### config.mk
export PLATFORM = sky130hd
export DESIGN_NAME = pc_sequencer_flat
export DESIGN_NICKNAME = d
export VERILOG_FILES = /design/src/rtl/cpu_pkg.sv /design/src/rtl/pc_sequencer_if.sv /design/src/rtl/ras_stack.sv /design/src/rtl/pc_sequencer.sv /design/src/flat_wrapper.sv
export SDC_FILE = /design/constraint.sdc
export NUM_CORES = 1
export LEC_CHECK = 0
export ABC_AREA = 1
export CAP_MARGIN = 20
export CORE_ASPECT_RATIO = 1.2
export CORE_UTILIZATION = 50
export DETAILED_ROUTE_END_ITERATION = 8
export PLACE_DENSITY = 0.77
export SLEW_MARGIN = 20
export SYNTH_ARGS = -nofsm -noshare
export SYNTH_HDL_FRONTEND = slang
export SYNTH_SLANG_ARGS = --single-unit
### constraint.sdc
create_clock -name clk -period 3.8 [get_ports clk]
set_clock_uncertainty 0.2 [all_clocks]
set_input_delay 0.76 -clock clk [delete_from_list [all_inputs] [get_ports clk]]
set_output_delay 0.76 -clock clk [all_outputs]
set_load 0.02 [all_outputs]
### src/rtl/cpu_pkg.sv
// cpu_pkg -- definitions shared by the fetch-side sequencing logic.
//   next_sel_e : encoding of the next-pc source chosen each cycle
//   PC_STEP    : byte distance between consecutive instruction words
package cpu_pkg;

  localparam int unsigned PC_STEP = 4;

  typedef enum logic [2:0] {
    SEL_PLUS4,   // sequential fetch
    SEL_BRANCH,  // taken conditional branch
    SEL_JUMP,    // j / jal pseudo-direct target
    SEL_REG,     // jr, or ret with an empty return stack
    SEL_RAS,     // ret served from the return stack
    SEL_HOLD     // stall: keep the current pc
  } next_sel_e;

endpackage : cpu_pkg

### src/rtl/pc_sequencer_if.sv
// pc_sequencer_if -- control/target inputs and pc/RAS status outputs of the
// pc sequencer. The clock and reset travel as plain ports, not through here.
//   master : decode/execute side, drives control, observes pc and RAS status
//   slave  : pc_sequencer
interface pc_sequencer_if #(
  parameter int unsigned WIDTH = 32
);

  logic             stall;
  logic             branch_eq;
  logic             branch_ne;
  logic             zero;
  logic             jump;
  logic             jal;
  logic             jr;
  logic             ret;
  logic [WIDTH-1:0] jr_target;
  logic [15:0]      imm16;
  logic [25:0]      imm26;

  logic [WIDTH-1:0] pc;
  logic [WIDTH-1:0] pc_plus4;
  logic             ras_empty;
  logic             ras_full;
  logic [1:0]       ras_err;

  modport master (
    output stall, branch_eq, branch_ne, zero, jump, jal, jr, ret,
           jr_target, imm16, imm26,
    input  pc, pc_plus4, ras_empty, ras_full, ras_err
  );

  modport slave (
    input  stall, branch_eq, branch_ne, zero, jump, jal, jr, ret,
           jr_target, imm16, imm26,
    output pc, pc_plus4, ras_empty, ras_full, ras_err
  );

endinterface : pc_sequencer_if

### src/rtl/ras_stack.sv
// ras_stack -- circular return-address stack.
//   clk, rst  : clock, synchronous active-high reset (pointer/count only)
//   push      : write push_data as the new top
//   pop       : discard the top (ignored while empty)
//   push+pop  : top replaced in place by push_data, count unchanged
//   top       : current top entry (undefined while empty)
//   count     : number of valid entries, 0..DEPTH
//   empty/full: decoded from the registered count
//   overflow  : push without pop while full; the oldest entry is overwritten
module ras_stack #(
  parameter  int unsigned DEPTH = 4,
  parameter  int unsigned WIDTH = 32,
  localparam int unsigned PW    = $clog2(DEPTH),
  localparam int unsigned CW    = $clog2(DEPTH + 1)
) (
  input  logic             clk,
  input  logic             rst,
  input  logic             push,
  input  logic             pop,
  input  logic [WIDTH-1:0] push_data,
  output logic [WIDTH-1:0] top,
  output logic [CW-1:0]    count,
  output logic             empty,
  output logic             full,
  output logic             overflow
);

  logic [WIDTH-1:0] mem [DEPTH];
  logic [PW-1:0]    ptr;      // next free slot; top lives at ptr-1
  logic [PW-1:0]    top_idx;
  logic             do_pop;

  // DEPTH is a power of two, so pointer arithmetic wraps for free and a
  // push onto a full stack lands on the oldest entry.
  assign top_idx  = ptr - 1'b1;
  assign top      = mem[top_idx];
  assign empty    = (count == '0);
  assign full     = (count == CW'(DEPTH));
  assign do_pop   = pop && !empty;
  assign overflow = push && !do_pop && full;

  always_ff @(posedge clk) begin
    // NOTE: state is updated with non-blocking assignments so every flop
    // samples pre-edge values regardless of statement order.
    if (rst) begin
      ptr   <= '0;
      count <= '0;
    end else begin
      unique case ({push, do_pop})
        2'b10: begin
          ptr <= ptr + 1'b1;
          if (!full) count <= count + 1'b1;
        end
        2'b01: begin
          ptr   <= top_idx;
          count <= count - 1'b1;
        end
        default: ;  // idle, or pop-then-push leaves pointer and count alone
      endcase
    end
  end

  // NOTE: entries are deliberately left out of reset; count gates their
  // validity, and a reset-free array maps onto plain RAM/register cells.
  always_ff @(posedge clk) begin
    if (!rst && push) mem[do_pop ? top_idx : ptr] <= push_data;
  end

endmodule : ras_stack

### src/rtl/pc_sequencer.sv
// pc_sequencer -- program counter with branch/jump/jr targets and a
// return-address stack for jal/ret.
//   clk, rst : clock, synchronous active-high reset
//   bus      : pc_sequencer_if.slave -- control inputs (stall, branch_eq,
//              branch_ne, zero, jump, jal, jr, ret, jr_target, imm16, imm26)
//              and outputs (pc, pc_plus4, ras_empty, ras_full,
//              ras_err = sticky {underflow, overflow})
module pc_sequencer
  import cpu_pkg::*;
#(
  parameter int unsigned      WIDTH     = 32,
  parameter int unsigned      RAS_DEPTH = 4,
  parameter logic [WIDTH-1:0] RESET_PC  = '0
) (
  input  logic            clk,
  input  logic            rst,
  pc_sequencer_if.slave   bus
);

  localparam int unsigned CW = $clog2(RAS_DEPTH + 1);

  logic [WIDTH-1:0] pc_q;
  logic [WIDTH-1:0] pc_plus4;
  logic [WIDTH-1:0] pc_next;
  logic [WIDTH-1:0] br_target;
  logic [WIDTH-1:0] jmp_target;
  logic [WIDTH-1:0] ras_top;
  logic [CW-1:0]    ras_count;
  logic             ras_empty, ras_full, ras_overflow;
  logic             taken;
  logic             ras_cmd_ok;
  logic             ras_push, ras_pop, ras_underflow;
  logic [1:0]       err_q;
  next_sel_e        sel;

  assign pc_plus4   = pc_q + WIDTH'(PC_STEP);
  assign taken      = (bus.branch_eq & bus.zero) | (bus.branch_ne & ~bus.zero);
  assign br_target  = pc_plus4 + {{(WIDTH-18){bus.imm16[15]}}, bus.imm16, 2'b00};
  assign jmp_target = {pc_plus4[WIDTH-1:28], bus.imm26, 2'b00};

  // jr and stall suppress all stack traffic; jal pushes even when a higher
  // priority redirect (ret, taken branch) decides the pc.
  assign ras_cmd_ok    = ~bus.stall & ~bus.jr;
  assign ras_push      = bus.jal & ras_cmd_ok;
  assign ras_pop       = bus.ret & ras_cmd_ok & (ras_count != '0);
  assign ras_underflow = bus.ret & ras_cmd_ok & (ras_count == '0);

  always_comb begin
    // NOTE: defaults first so every path assigns sel; no latch is inferred.
    sel = SEL_PLUS4;
    if (bus.stall)                     sel = SEL_HOLD;
    else if (bus.jr)                   sel = SEL_REG;
    else if (bus.ret)                  sel = ras_empty ? SEL_REG : SEL_RAS;
    else if (taken)                    sel = SEL_BRANCH;
    else if (bus.jump || bus.jal)      sel = SEL_JUMP;
  end

  always_comb begin
    pc_next = pc_plus4;
    unique case (sel)
      SEL_HOLD:   pc_next = pc_q;
      SEL_REG:    pc_next = bus.jr_target;
      SEL_RAS:    pc_next = ras_top;
      SEL_BRANCH: pc_next = br_target;
      SEL_JUMP:   pc_next = jmp_target;
      default:    pc_next = pc_plus4;
    endcase
  end

  always_ff @(posedge clk) begin
    if (rst) begin
      pc_q  <= RESET_PC;
      err_q <= '0;
    end else begin
      pc_q  <= pc_next;
      err_q <= err_q | {ras_underflow, ras_overflow};
    end
  end

  ras_stack #(
    .DEPTH (RAS_DEPTH),
    .WIDTH (WIDTH)
  ) u_ras (
    .clk       (clk),
    .rst       (rst),
    .push      (ras_push),
    .pop       (ras_pop),
    .push_data (pc_plus4),
    .top       (ras_top),
    .count     (ras_count),
    .empty     (ras_empty),
    .full      (ras_full),
    .overflow  (ras_overflow)
  );

  assign bus.pc        = pc_q;
  assign bus.pc_plus4  = pc_plus4;
  assign bus.ras_empty = ras_empty;
  assign bus.ras_full  = ras_full;
  assign bus.ras_err   = err_q;

endmodule : pc_sequencer

### src/flat_wrapper.sv
// flat-port wrapper written by rule: the top's interface ports become plain ports
module pc_sequencer_flat import cpu_pkg::*;
#(
  parameter int unsigned      WIDTH     = 32,
  parameter int unsigned      RAS_DEPTH = 4,
  parameter logic [WIDTH-1:0] RESET_PC  = '0
)
  (clk, rst, bus_stall, bus_branch_eq, bus_branch_ne, bus_zero, bus_jump, bus_jal, bus_jr, bus_ret, bus_jr_target, bus_imm16, bus_imm26, bus_pc, bus_pc_plus4, bus_ras_empty, bus_ras_full, bus_ras_err);
  pc_sequencer_if #(.WIDTH(WIDTH)) bus_i ();
  input  logic clk;
  input  logic rst;
  input wire logic [$bits(bus_i.stall)-1:0] bus_stall;
  input wire logic [$bits(bus_i.branch_eq)-1:0] bus_branch_eq;
  input wire logic [$bits(bus_i.branch_ne)-1:0] bus_branch_ne;
  input wire logic [$bits(bus_i.zero)-1:0] bus_zero;
  input wire logic [$bits(bus_i.jump)-1:0] bus_jump;
  input wire logic [$bits(bus_i.jal)-1:0] bus_jal;
  input wire logic [$bits(bus_i.jr)-1:0] bus_jr;
  input wire logic [$bits(bus_i.ret)-1:0] bus_ret;
  input wire logic [$bits(bus_i.jr_target)-1:0] bus_jr_target;
  input wire logic [$bits(bus_i.imm16)-1:0] bus_imm16;
  input wire logic [$bits(bus_i.imm26)-1:0] bus_imm26;
  output wire logic [$bits(bus_i.pc)-1:0] bus_pc;
  output wire logic [$bits(bus_i.pc_plus4)-1:0] bus_pc_plus4;
  output wire logic [$bits(bus_i.ras_empty)-1:0] bus_ras_empty;
  output wire logic [$bits(bus_i.ras_full)-1:0] bus_ras_full;
  output wire logic [$bits(bus_i.ras_err)-1:0] bus_ras_err;
  assign bus_i.stall = bus_stall;
  assign bus_i.branch_eq = bus_branch_eq;
  assign bus_i.branch_ne = bus_branch_ne;
  assign bus_i.zero = bus_zero;
  assign bus_i.jump = bus_jump;
  assign bus_i.jal = bus_jal;
  assign bus_i.jr = bus_jr;
  assign bus_i.ret = bus_ret;
  assign bus_i.jr_target = bus_jr_target;
  assign bus_i.imm16 = bus_imm16;
  assign bus_i.imm26 = bus_imm26;
  assign bus_pc = bus_i.pc;
  assign bus_pc_plus4 = bus_i.pc_plus4;
  assign bus_ras_empty = bus_i.ras_empty;
  assign bus_ras_full = bus_i.ras_full;
  assign bus_ras_err = bus_i.ras_err;
  pc_sequencer #(.WIDTH(WIDTH), .RAS_DEPTH(RAS_DEPTH), .RESET_PC(RESET_PC)) u_core (.clk(clk), .rst(rst), .bus(bus_i));
endmodule
==> impl_metrics.toml <==
[critical_path]
path_delay_family = "buffers and inverters"
cpPeakStageDelay_ns = 0.62
crit_slowest_cell = "clkdlybuf4s50_1"
cp_cell_sequence = "ha_1, nand2_1, nor2_2, inv_1, nor2_4, xor2_2, buf_4, clkdlybuf4s50_1"
end_kind = "primary output"
path_class = "flip-flop to primary output"
crit_arrival_ns = 2.74
required_ns = 2.84
crit_buf_inv = 3
critPathMaxFanout = 6
cp-start-kind = "flip-flop"

[power]
total_power_w = 0.00499
power-per-cell-area_nw_per_um2 = 379
power_leakage_nw = 5.75
peakVddDrop_uv = 264

[cells_and_area]
final_util = 0.648
nFillCells = 1782
fin_nets = 1642
syn2layout_area_growth_pct = 26.9
diodes = 0
drive_gt1_frac = 0.101

[floorplan]
die_area_um2 = 21300
rows = 57
die_h_um = 160
start_util = 0.511
fp.dieW_um = 134
core_area_um2 = 20300
ios = 152

[placed_design]
hpwl_mm = 26.6
place.gp.congestion = 1.01
portBuffers = 151
place_ws_ns = 0.163

[synth]
ys_types = 47
yosys_warnings = 0
ys_seq_elements = 167
syn_inst = 1331
synth_area_per_cell_um2 = 7.80
syn_area_um2 = 10400
yosysSeqAreaShare = 0.446
syn_nets = 1454

[hold_path]
hold_class = "flip-flop to flip-flop"

[cts]
postCtsHoldBufs = 0
cts_root_buf = "clkbuf_16"
clock_latency_ns = 0.42
clockBufferDepth = 2
clk_pin_slew_ns = 0.07
cts_buffers = 17
cts_htree_levels = 4
cts_tree = "yes"
cts_sinks = 167

[timing]
fin_ws_ns = 0.101
finalCriticalPeriod_ns = 3.70
timing_hold_violations_final = 0
worst-slew-pin-transition_ns = 0.613
fin_hold_ws_ns = 0.292
fin_tns_setup_ns = 0
setup_viol = 0
finalCritPeriodShare = 0.973
clock.fmax_ghz = 0.270
finalMaxSlewViolations = 0
relSlewSlack = 0.590
rsz0062_at_grt = "true"

[grt]
grt_pass1_vias = 9565
grt_max_degree = 48
overflow = 0
gr-usage-all-layers = 0.333
grt_pass1_wl_mm = 53.3
antenna_found_initial = 0

[routing]
drcViolationCount = 0
wirelength_mm = 35.1
drtIter0Drc = 1060
antenna_left = 0
drt-pass1-iter-count = 7
vias = 10100
wl_per_cell_um = 19.5
via_per_inst = 5.62

[job]
cap_viol_max_count = 0

[status]
outcome = "finished clean"
[cells in the mapped netlist, drive strengths merged]
library cell,number,share of area
a21o,2,0.0014
a21oi,73,0.036
a22oi,28,0.020
a31oi,4,0.0030
and2,1,0.00060
and3,1,0.00060
buf,24,0.017
clkbuf,16,0.0058
dfxtp,39,0.075
edfxtp,128,0.37
fa,2,0.0039
ha,37,0.045
inv,162,0.059
mux2i,1,0.00096
nand2,437,0.16
nand3,88,0.046
nand3b,6,0.0043
nand4,17,0.011
nor2,127,0.051
nor3,19,0.0096
nor3b,1,0.00072
o211ai,26,0.019
o21ai,46,0.023
o21bai,6,0.0043
o22ai,1,0.00060
or2,4,0.0024
xnor2,4,0.0034
xor2,31,0.026
[cells by family (layout without fill, tap and decap cells)]
group                    Yosys count  after routing  synth area share
buffers and inverters            202            403            0.0816
XOR/XNOR                          35             35            0.0295
multiplexers                       1              1          0.000964
AND/OR/NAND/NOR                  701            701             0.287
flip-flops                       167            167             0.446
adder cells (fa/ha/maj)           39             39            0.0485
AO/OA/AOI/OAI                    186            186             0.107
[path summary, 6_finish.rpt]
check | slack, ns | endpoint | start | cells past startpoint
setup / recovery | 0.10 | bus_pc_plus4[14] | u_core.bus.pc[3] | 8
hold / removal | 0.29 | u_core.bus.ras_err[1] | u_core.bus.ras_err[1] | 2
setup reg to reg | 0.27 | u_core.bus.pc[30] | u_core.bus.pc[3] | 20
hold reg to reg | 0.29 | u_core.bus.ras_err[1] | u_core.bus.ras_err[1] | 2
[metrics by stage]
step	instances	area, um2
final	1797	13200
after global placement	1764	12500
after CTS	1796	13100
after global routing	1797	13200
after floorplan	1331	10400
after detailed placement	1764	12500
[layout make-up]
type / instances / area (um2) / share of cell area
Clock buffer: 18 / 429 / 0.0326
Clock inverter: 14 / 128 / 0.00969
Inverter: 162 / 613 / 0.0466
Multi-Input combinational cell: 962 / 5040 / 0.383
Sequential cell: 167 / 4630 / 0.351
Tap cell: 265 / 332 / 0.0252
Timing Repair Buffer: 209 / 2000 / 0.152
[timing repair]
item | in CTS | in global routing
setup endpoints to repair | 8 | 27
pin swaps | 0 | 1
buffers inserted | 0 | 1
resized for setup | 7 | 33
[where the power goes]
part / switching (W) / internal, W
clock network: 0.000773 / 0.000868
logic: 0.000793 / 0.000483
registers: 0.0000515 / 0.00203
total: 0.00162 / 0.00338
[routing by layer]
| metal | vias to the layer above | share of wire | GRT usage |
|---|---|---|---|
| met3 | 86 | 0.076 | 0.0397 |
| met4 | 0 | 0.044 | 0.154 |
| met2 | 509 | 0.49 | 0.570 |
| met1 | 4720 | 0.39 | 0.417 |
| met5 | - | 0 | 0 |
| li1 | 4776 | - | - |
[worst register-to-register path, stage by stage (launching register included)]
cell	delay [ns]
dfxtp_1	0.41
ha_1	0.22
nand2_1	0.09
nor2_2	0.18
nand3_2	0.17
nor2_4	0.19
nand2_1	0.12
xor2_1	0.18
inv_1	0.15
ha_1	0.39
nand2_1	0.14
nor2_2	0.20
inv_1	0.06
o21bai_1	0.24
a21oi_1	0.13
nand2_1	0.07
nand2_1	0.05
nand3_1	0.06
nand3_1	0.07
nand2_1	0.09
inv_1	0.03
[cells in the final DEF (no fill, tap or decap), types with 4 or more instances in the layout]
cell             synthesis  routed
buf_4                    3      55
inv_1                  154     152
edfxtp_1               128     128
a21oi_1                 72      72
xor2_2                   0       5
ha_1                    37      37
nand3_1                 84      83
nand2_2                  3       5
nor2_1                 119     104
inv_6                    1       7
inv_2                    7       9
o21bai_1                 6       6
dfxtp_1                 39      36
nand4_1                 16      16
clkdlybuf4s50_1          0     140
o21ai_0                 42      42
or2_2                    4       4
nor3_1                  18      17
clkbuf_16                0      17
a22oi_1                 28      28
o211ai_1                26      26
nor2_4                   3      10
dlymetal6s2s_1           0       8
xor2_1                  31      26
nand3b_1                 6       6
nand2_1                431     429
nor2_2                   4      12
inv_8                    0       4
[flip-flops by register name (all words and copies together), names as in the netlist]
name and flops:
u_core.u_ras.count 3, u_core.u_ras.mem 128, u_core.u_ras.ptr 2, u_core.bus.ras_err 2, u_core.bus.pc 32
Power figures use the tool's default switching activity.
